<file path="src/rtl/vga_frame_scanner_pkg.sv">
// Shared colour encodings, default 640x480@60 frame totals and pixel-term types
// for the VGA frame scanner.
`ifndef VGA_FRAME_SCANNER_DEFS
`define VGA_FRAME_SCANNER_DEFS
`define H_TOTAL 800
`define V_TOTAL 525
`endif

package vga_frame_scanner_pkg;

    localparam logic [2:0] COLOR_BLACK   = 3'b000;
    localparam logic [2:0] COLOR_BLUE    = 3'b001;
    localparam logic [2:0] COLOR_GREEN   = 3'b010;
    localparam logic [2:0] COLOR_CYAN    = 3'b011;
    localparam logic [2:0] COLOR_RED     = 3'b100;
    localparam logic [2:0] COLOR_MAGENTA = 3'b101;
    localparam logic [2:0] COLOR_YELLOW  = 3'b110;
    localparam logic [2:0] COLOR_WHITE   = 3'b111;

    localparam int H_TOTAL_DEFAULT = `H_TOTAL;
    localparam int V_TOTAL_DEFAULT = `V_TOTAL;
    localparam int WIN_SIZE        = 256;

    typedef struct packed {
        logic in_win;
        logic visible;
        logic hsync_n;
        logic vsync_n;
    } pix_term_t;

    function automatic logic in_range(input logic [9:0] val,
                                      input logic [9:0] lo,
                                      input logic [9:0] hi);
        return (val >= lo) && (val <= hi);
    endfunction

endpackage

</file>
<file path="src/rtl/vga_frame_scanner_timing.sv">
// Pixel-enable divider plus horizontal/vertical scan counters and the raw
// visible / sync terms for the current counter position.
module vga_timing_counter
    import vga_frame_scanner_pkg::*;
#(
    parameter int H_VISIBLE = 640,
    parameter int H_FRONT   = 16,
    parameter int H_SYNC    = 96,
    parameter int H_BACK    = 48,
    parameter int V_VISIBLE = 480,
    parameter int V_FRONT   = 10,
    parameter int V_SYNC    = 2,
    parameter int V_BACK    = 33
) (
    input  logic       clk_i,
    input  logic       rst_n_i,
    output logic       pix_en_o,
    output logic [9:0] hcount_o,
    output logic [9:0] vcount_o,
    output logic [9:0] hcount_nxt_o,
    output logic [9:0] vcount_nxt_o,
    output logic       visible_o,
    output logic       hsync_n_o,
    output logic       vsync_n_o
);

    localparam logic [9:0] H_LAST   = 10'(H_VISIBLE + H_FRONT + H_SYNC + H_BACK - 1);
    localparam logic [9:0] V_LAST   = 10'(V_VISIBLE + V_FRONT + V_SYNC + V_BACK - 1);
    localparam logic [9:0] H_VIS    = 10'(H_VISIBLE);
    localparam logic [9:0] V_VIS    = 10'(V_VISIBLE);
    localparam logic [9:0] HS_FIRST = 10'(H_VISIBLE + H_FRONT);
    localparam logic [9:0] HS_LAST  = 10'(H_VISIBLE + H_FRONT + H_SYNC - 1);
    localparam logic [9:0] VS_FIRST = 10'(V_VISIBLE + V_FRONT);
    localparam logic [9:0] VS_LAST  = 10'(V_VISIBLE + V_FRONT + V_SYNC - 1);

    logic       pix_en_q, pix_en_d;
    logic [9:0] hcount_q, hcount_d;
    logic [9:0] vcount_q, vcount_d;

    always_comb begin
        pix_en_d = ~pix_en_q;
        hcount_d = hcount_q;
        vcount_d = vcount_q;
        if (pix_en_q) begin
            if (hcount_q == H_LAST) begin
                hcount_d = '0;
                vcount_d = (vcount_q == V_LAST) ? '0 : vcount_q + 10'd1;
            end else begin
                hcount_d = hcount_q + 10'd1;
            end
        end
    end

    always_ff @(posedge clk_i) begin
        if (!rst_n_i) begin
            pix_en_q <= 1'b0;
            hcount_q <= '0;
            vcount_q <= '0;
        end else begin
            pix_en_q <= pix_en_d;
            hcount_q <= hcount_d;
            vcount_q <= vcount_d;
        end
    end

    assign pix_en_o     = pix_en_q;
    assign hcount_o     = hcount_q;
    assign vcount_o     = vcount_q;
    assign hcount_nxt_o = hcount_d;
    assign vcount_nxt_o = vcount_d;
    assign visible_o    = (hcount_q < H_VIS) && (vcount_q < V_VIS);
    assign hsync_n_o    = ~in_range(hcount_q, HS_FIRST, HS_LAST);
    assign vsync_n_o    = ~in_range(vcount_q, VS_FIRST, VS_LAST);

endmodule

</file>
<file path="src/rtl/vga_frame_scanner.sv">
// VGA back end: scans a centred 256x256 video RAM window, paints the border,
// and drives RGB and syncs two Clocks behind the scan counters.
module vga_frame_scanner
    import vga_frame_scanner_pkg::*;
#(
    parameter int         H_VISIBLE    = 640,
    parameter int         H_FRONT      = 16,
    parameter int         H_SYNC       = 96,
    parameter int         H_BACK       = 48,
    parameter int         V_VISIBLE    = 480,
    parameter int         V_FRONT      = 10,
    parameter int         V_SYNC       = 2,
    parameter int         V_BACK       = 33,
    parameter int         X_OFFSET     = 192,
    parameter int         Y_OFFSET     = 112,
    parameter logic [2:0] BORDER_COLOR = COLOR_BLACK
) (
    input  logic        Clock,
    input  logic        Reset,
    output logic [15:0] oRamAddress,
    input  logic [2:0]  iRamData,
    output logic        oVGA_R,
    output logic        oVGA_G,
    output logic        oVGA_B,
    output logic        oHSync,
    output logic        oVSync,
    output logic        oFrameStart
);

    localparam logic [9:0] X_FIRST = 10'(X_OFFSET);
    localparam logic [9:0] X_LAST  = 10'(X_OFFSET + WIN_SIZE - 1);
    localparam logic [9:0] Y_FIRST = 10'(Y_OFFSET);
    localparam logic [9:0] Y_LAST  = 10'(Y_OFFSET + WIN_SIZE - 1);

    logic       pix_en, visible, hsync_n, vsync_n;
    logic [9:0] hcount, vcount, hcount_nxt, vcount_nxt;
    logic       nxt_in_win, cur_in_win;

    logic [15:0] addr_q, addr_d;
    pix_term_t   term_q, term_d;
    logic [2:0]  data_q, data_d;
    logic [2:0]  rgb_q, rgb_d;
    logic        hsync_q, hsync_d;
    logic        vsync_q, vsync_d;
    logic        frame_q, frame_d;

    vga_timing_counter #(
        .H_VISIBLE (H_VISIBLE),
        .H_FRONT   (H_FRONT),
        .H_SYNC    (H_SYNC),
        .H_BACK    (H_BACK),
        .V_VISIBLE (V_VISIBLE),
        .V_FRONT   (V_FRONT),
        .V_SYNC    (V_SYNC),
        .V_BACK    (V_BACK)
    ) u_timing (
        .clk_i        (Clock),
        .rst_n_i      (Reset),
        .pix_en_o     (pix_en),
        .hcount_o     (hcount),
        .vcount_o     (vcount),
        .hcount_nxt_o (hcount_nxt),
        .vcount_nxt_o (vcount_nxt),
        .visible_o    (visible),
        .hsync_n_o    (hsync_n),
        .vsync_n_o    (vsync_n)
    );

    // The address is issued from the next counter values so the RAM data
    // lands on the following (pix_en=0) Clock for the pixel now being scanned.
    assign nxt_in_win = in_range(hcount_nxt, X_FIRST, X_LAST) && in_range(vcount_nxt, Y_FIRST, Y_LAST);
    assign cur_in_win = in_range(hcount, X_FIRST, X_LAST) && in_range(vcount, Y_FIRST, Y_LAST);

    always_comb begin
        addr_d  = addr_q;
        term_d  = term_q;
        data_d  = data_q;
        rgb_d   = rgb_q;
        hsync_d = hsync_q;
        vsync_d = vsync_q;
        frame_d = !pix_en && (hcount == '0) && (vcount == '0);
        if (pix_en) begin
            if (nxt_in_win) begin
                addr_d = {8'(vcount_nxt - Y_FIRST), 8'(hcount_nxt - X_FIRST)};
            end
            if (!term_q.visible) begin
                rgb_d = COLOR_BLACK;
            end else begin
                rgb_d = term_q.in_win ? data_q : BORDER_COLOR;
            end
            hsync_d = term_q.hsync_n;
            vsync_d = term_q.vsync_n;
        end else begin
            term_d.in_win  = cur_in_win;
            term_d.visible = visible;
            term_d.hsync_n = hsync_n;
            term_d.vsync_n = vsync_n;
            data_d         = iRamData;
        end
    end

    always_ff @(posedge Clock) begin
        if (!Reset) begin
            addr_q  <= '0;
            term_q  <= '{in_win: 1'b0, visible: 1'b0, hsync_n: 1'b1, vsync_n: 1'b1};
            data_q  <= '0;
            rgb_q   <= '0;
            hsync_q <= 1'b1;
            vsync_q <= 1'b1;
            frame_q <= 1'b0;
        end else begin
            addr_q  <= addr_d;
            term_q  <= term_d;
            data_q  <= data_d;
            rgb_q   <= rgb_d;
            hsync_q <= hsync_d;
            vsync_q <= vsync_d;
            frame_q <= frame_d;
        end
    end

    assign oRamAddress = addr_q;
    assign oVGA_R      = rgb_q[2];
    assign oVGA_G      = rgb_q[1];
    assign oVGA_B      = rgb_q[0];
    assign oHSync      = hsync_q;
    assign oVSync      = vsync_q;
    assign oFrameStart = frame_q;

endmodule

</file>
<file path="config.mk">
export PLATFORM = sky130hd
export DESIGN_NAME = vga_frame_scanner
export DESIGN_NICKNAME = d
export VERILOG_FILES = /design/src/rtl/vga_frame_scanner_pkg.sv /design/src/rtl/vga_frame_scanner_timing.sv /design/src/rtl/vga_frame_scanner.sv
export SDC_FILE = /design/constraint.sdc
export NUM_CORES = 1
export LEC_CHECK = 0
export ABC_AREA = 0
export CORE_MARGIN = 2
export CORE_UTILIZATION = 25
export CTS_CLUSTER_SIZE = 16
export DETAILED_ROUTE_END_ITERATION = 7
export PLACE_DENSITY = 0.5
export SLEW_MARGIN = 30
export SYNTH_ARGS = -nofsm -noshare
export SYNTH_HDL_FRONTEND = slang
export SYNTH_HIERARCHICAL = 1
export SYNTH_SLANG_ARGS = --single-unit
</file>
<file path="constraint.sdc">
create_clock -name Clock -period 4 [get_ports Clock]
set_input_delay 1.2 -clock Clock [delete_from_list [all_inputs] [get_ports Clock]]
set_output_delay 1.2 -clock Clock [all_outputs]
set_load 0.02 [all_outputs]
</file>
==> results of run 1 <==
==> kinds of logic after synthesis <==
family / after synthesis
buf+inv: 28
simple gates: 141
fa+ha+maj: 8
xor+xnor: 17
flops: 50
compound gates: 30
mux: 20
==> final timing paths <==
check	startpoint	end	slack [ns]	cells after the start
min	oHSync	oHSync	0.46	2
min reg2reg	oHSync	oHSync	0.46	2
max	u_timing/hcount_o[4]	oRamAddress[13]	0.44	9
max reg2reg	u_timing/hcount_o[4]	oRamAddress[13]	0.44	9
==> final cells by class <==
type | count | area [um2] | share of cell area (%)
inverters | 14 | 52.6 | 1.74
well taps | 133 | 166 | 5.52
clock buffers | 6 | 72.6 | 2.41
clock inverters | 1 | 7.51 | 0.249
flip-flops and latches | 50 | 1000 | 33.2
repair buffers | 31 | 310 | 10.3
multi-input cells | 216 | 1400 | 46.6
==> metal layers <==
metal / wire length [um] / global-route usage, % / part of all wire [%]
met1: 3030 / 15.4 / 51
met2: 2640 / 18.2 / 45
met3: 188 / 2.56 / 3.2
met4: 61 / 2.57 / 1.0
met5: 0 / 0 / 0
==> power groups by stage <==
stage / combinational (mW) / clock [mW] / sequential (mW)
6_report: 0.0501 / 0.287 / 0.511
5_1_grt: 0.0555 / 0.324 / 0.513
4_1_cts: 0.0511 / 0.301 / 0.511
3_5_place_dp: 0.0511 / 0 / 0.523
3_3_place_gp: 0.0508 / 0 / 0.522
2_1_floorplan: 0.0302 / 0 / 0.524
==> synth_stat cells (all sizes together) (2+ instances only) <==
cell and instances:
buf 3, o211ai 2, ha 8, nand3 15
nor4 7, nor2b 6, nand4 8, and4 4
or4b 2, mux2i 20, or4 4, dfxtp 50
and2 5, nor2 20, o21ai 5, and3 2
xor2 7, nor3 8, inv 14, a21boi 5
xnor2 10, nand2b 7, a21oi 7, o31ai 2
nand2 47, clkbuf 11, nor4b 2, o22ai 2
==> sequential cells by signal (all words and copies together) (netlist names) <==
signal and flops:
oVSync 1, data_q 3, oHSync 1, u_timing/pix_en_o 1
term_q 4, oRamAddress 16, rgb_q 3, u_timing/vcount_o 10
u_timing/hcount_o 10, oFrameStart 1
==> per-stage QoR <==
| step | setup WS, ns | util [%] | cells | hold WS, ns | area (um2) |
|---|---|---|---|---|---|
| 5_1_grt | 0.224 | 30.7 | 451 | 0.486 | 3010 |
| 2_1_floorplan | 0.839 | - | 294 | 0.443 | 2540 |
| 3_5_place_dp | 0.450 | 29.9 | 444 | 0.449 | 2930 |
| 6_report | 0.442 | 30.7 | 451 | 0.458 | 3010 |
| 3_3_place_gp | 0.554 | 29.9 | 444 | 0.440 | 2930 |
| 4_1_cts | 0.424 | 30.7 | 451 | 0.464 | 3010 |
==> critical path, cell delays in order, from the launching register on <==
cell	delay, ns
dfxtp_1	0.47
or4b_1	0.61
or4_4	0.60
or4b_4	0.51
nand2_1	0.15
nand4b_1	0.13
o211ai_2	0.19
o2111a_1	0.44
buf_12	0.19
mux2i_1	0.17
==> results.cfg, run 1 <==
[setup_path]
required_ns = 4.23
cp-end-kind = register
worst-path-max-fanout = 9
critPathArrivalTime_ns = 3.78
worstSetupStartpointType = register
crit_type = register to register

[place]
post-dp-hpwl_mm = 4.44
place_congestion = 0.852
numPortBuffers = 26

[floorplan]
die_x_um = 105
fp-row-count = 36
die_area_um2 = 11000
io-pin-count = 27
initial_core_util_pct = 25.9
dieHeight_um = 105
core_um2 = 9820

[pwr]
comb_power_share_pct = 5.9
p_leak_nw = 1.10
pwr-share-seq_pct = 60.3
sw_frac_of_total_pct = 23.7
ir_worst_vdd_uv = 165
clkPwrFrac_pct = 33.8
intPower_mw = 0.647
p_sw_mw = 0.201
p_per_area_nw_per_um2 = 281
power_mw = 0.848

[finish]
drive_above_1_share_pct = 5.35
area_growth_pct = 18.4
most-common-layout-cells = 50 x dfxtp_1, 47 x nand2_1, 26 x clkdlybuf4s50_1
layout_commonest_cell = dfxtp_1
final_nets = 331
fill_cells = 1095
diodes = 0

[clock_tree]
insertion_delay_ns = 0.30
hold_buffers = 0
clock-sinks = 50
ctsHtreeMaxLevel = 2
cts_tree = built
cts_setup_buffers = 0
postCtsResizedCells = 0
cts-root-buf = clkbuf_8
cts_buffers = 5
clk_pin_slew_ns = 0.10
cts.path.max_buffers = 2

[synth]
yosys.area_share.adder_pct = 3.94
synth_xor_area_share_pct = 5.85
muxShareOfSynthArea_pct = 7.87
synth_area_per_cell_um2 = 8.65
syn_area_um2 = 2540
ys_warn_count = 6
synth-edff-count = 0
postSynthCellCount = 294
synthDistinctLibCells = 48
ys_seq_area_share_pct = 39.4
synth_top_family_by_area = simple AND/OR/NAND/NOR gates
yosys.area.top_type = dfxtp_1
synth_fp_nets = 307
yosys.area_share.simple_pct = 29.2
yosysTopAreaCellShare_pct = 39.4
synth-compound-area-share_pct = 8.26
synth.area.top_cells = dfxtp_1 39%, mux2i_1 7.9%, nand2_1 6.9%
synthArstFlopShare_pct = 0
ys_seq_elements = 50
synthFlopType = dfxtp_1

[status]
outcome = completed

[timing]
report.final.slew_viol_count = 0
worst_pin_slew_ns = 0.678
rsz0062_at_grt = no
fin_crit_ns = 3.56
fmax_mhz = 281
setup_violations = 0
fin_worst_skew_ns = 0.0143
fin_crit_sh_pct = 88.9
setup_tns_ns = 0
hold_violations = 0
relSlewSlack_pct = 54.5

[hold_path]
holdCritPathClass = register to register

[detailed_routing]
dr.pass1.iters = 4
drt_iter0_drc = 97
wirelength_mm = 5.91
num_vias = 2033
ant_nets = 0
vias_per_cell = 4.51
drc = 0
wire_per_inst_um = 13.1

[grt]
grt_pass1_wl_mm = 10.1
gr-total-overflow = 0
grt_usage_pct = 11.3
antenna_found_initial = 0
grt_start_max_net_pins = 32
grt_pass1_vias = 2067

[job]
drv_cap = 0
Power figures use the tool's default switching activity.
==> run 2: changes to the inputs <==
Settings changed: CORE_UTILIZATION 25 to 50, PLACE_DENSITY 0.5 to 0.8.
==> run 2 against run 1 <==
Effect of this change:
- largest power group unchanged
- highest routed layer unchanged
- count of clock-buffer cells in the layout unchanged
- register-to-register slack improved by 0.14 ns
- first-iteration DRC count increased by 37%
==> results.cfg, run 2 (synthesis results as in run 1) <==
[timing]
hold_violations = 0
relSlewSlack_pct = 55.0
fin_crit_ns = 3.42
worst_hold_slack_ns = 0.460
rsz0062_at_grt = no
setup_violations = 0
worst_pin_slew_ns = 0.669
fin_worst_skew_ns = 0.0113
fin_crit_sh_pct = 85.4
report.final.slew_viol_count = 0
setup_tns_ns = 0
fmax_mhz = 293
setup_ws_ns = 0.585

[finish]
diodes = 0
area_growth_pct = 16.0
largest_reg_flops = 16
most-common-layout-cells = 50 x dfxtp_1, 47 x nand2_1, 26 x clkdlybuf4s50_1
layout_commonest_cell = dfxtp_1
final_cell_count_no_fill = 385
final_nets = 330
drive_above_1_share_pct = 5.66
fill_cells = 424

[grt]
grt_usage_pct = 20.4
grt_start_max_net_pins = 28
gr-total-overflow = 0
grt_pass1_vias = 1926
grt_pass1_wl_mm = 8.87
antenna_found_initial = 0

[status]
outcome = completed

[detailed_routing]
wire_per_inst_um = 13.9
drc = 0
dr.pass1.iters = 5
vias_per_cell = 5.52
ant_nets = 0
wirelength_mm = 5.37
num_vias = 2124
drt_iter0_drc = 133

[setup_path]
crit_type = register to register
reg2reg_slack_ns = 0.58
critPathArrivalTime_ns = 3.65
crit_path_start = u_timing/hcount_o[4]
r2r_start = u_timing/hcount_o[4]
required_ns = 4.24
worst_r2r_path_depth = 9
worst-path-max-fanout = 14
worstSetupStartpointType = register
cp-end-kind = register
crit_path_end = oRamAddress[3]
r2r-end = oRamAddress[3]

[pwr]
sw_frac_of_total_pct = 21.6
p_sw_mw = 0.202
intPower_mw = 0.732
p_per_area_nw_per_um2 = 316
pwr-share-seq_pct = 54.7
comb_power_share_pct = 5.3
clkPwrFrac_pct = 40.0
ir_worst_vdd_uv = 221
p_leak_nw = 1.12

[clock_tree]
cts_buffers = 5
clock-sinks = 50
cts.path.max_buffers = 2
cts_setup_buffers = 0
cts_tree = built
postCtsResizedCells = 0
hold_buffers = 0
ctsHtreeMaxLevel = 2
clk_pin_slew_ns = 0.09
cts-root-buf = clkbuf_8
insertion_delay_ns = 0.31

[hold_path]
worstHoldStart = oRamAddress[7]
holdCritPathClass = register to register

[place]
post-dp-hpwl_mm = 3.94
dp_cells = 377
place_ws_ns = 0.618
numPortBuffers = 26
place_congestion = 0.881

[floorplan]
io-pin-count = 27
initial_core_util_pct = 52.8
die_x_um = 75.3
die_area_um2 = 5670
core_um2 = 4820
dieHeight_um = 75.3
fp-row-count = 25

[job]
drv_cap = 0
## run 2: cell count changes in the layout (fill, tap and decap cells not counted), sizes merged
cell / delta
buf: -1
clkinvlp: -1
bufinv: +1
inv: +1
## run 2: critical path: stages (launching register included)
cell	delay [ns]
dfxtp_1	0.46
or4b_1	0.61
or4_4	0.61
or4b_4	0.52
nand2_1	0.15
nand4b_1	0.13
o211ai_2	0.19
o2111a_1	0.20
buf_4	0.25
mux2i_1	0.22
## run 2: how the worst min path moves through the flow
stage                                end  slack, ns  cells past startpoint
after floorplan                   oVSync       0.44                      2
after global placement            oHSync       0.44                      2
after detailed placement  oRamAddress[2]       0.45                      2
after CTS                 oRamAddress[7]       0.46                      2
after global routing      oRamAddress[2]       0.48                      2
final                     oRamAddress[7]       0.46                      2
## run 2: stage by stage
step / util [%] / total power, mW / instance area (um2)
floorplan: - / 0.555 / 2540
global placement: 58.8 / 0.571 / 2830
detailed placement: 58.8 / 0.573 / 2830
CTS: 61.3 / 0.943 / 2950
global route: 61.3 / 0.969 / 2950
finish: 61.3 / 0.934 / 2950
## run 2: layout make-up
cell class	count	area, um2	area share (%)
Clock inverter	2	38.8	1.31
Sequential cell	50	1000	33.9
Timing Repair Buffer	30	290	9.83
Clock buffer	6	82.6	2.80
Multi-Input combinational cell	216	1400	47.5
Inverter	14	52.6	1.78
Tap cell	67	83.8	2.84
## run 2: power by group through the flow
stage | Sequential [mW] | Combinational, mW | Clock [mW]
floorplan | 0.524 | 0.0302 | 0
global placement | 0.522 | 0.0488 | 0
detailed placement | 0.523 | 0.0497 | 0
CTS | 0.511 | 0.0498 | 0.382
global route | 0.512 | 0.0546 | 0.403
finish | 0.511 | 0.0495 | 0.373
## run 2: layer usage
layer / track usage [%] / wire, um
met1: 27.7 / 2500
met2: 32.7 / 2540
met3: 4.50 / 263
met4: 6.24 / 70
met5: 0 / 0
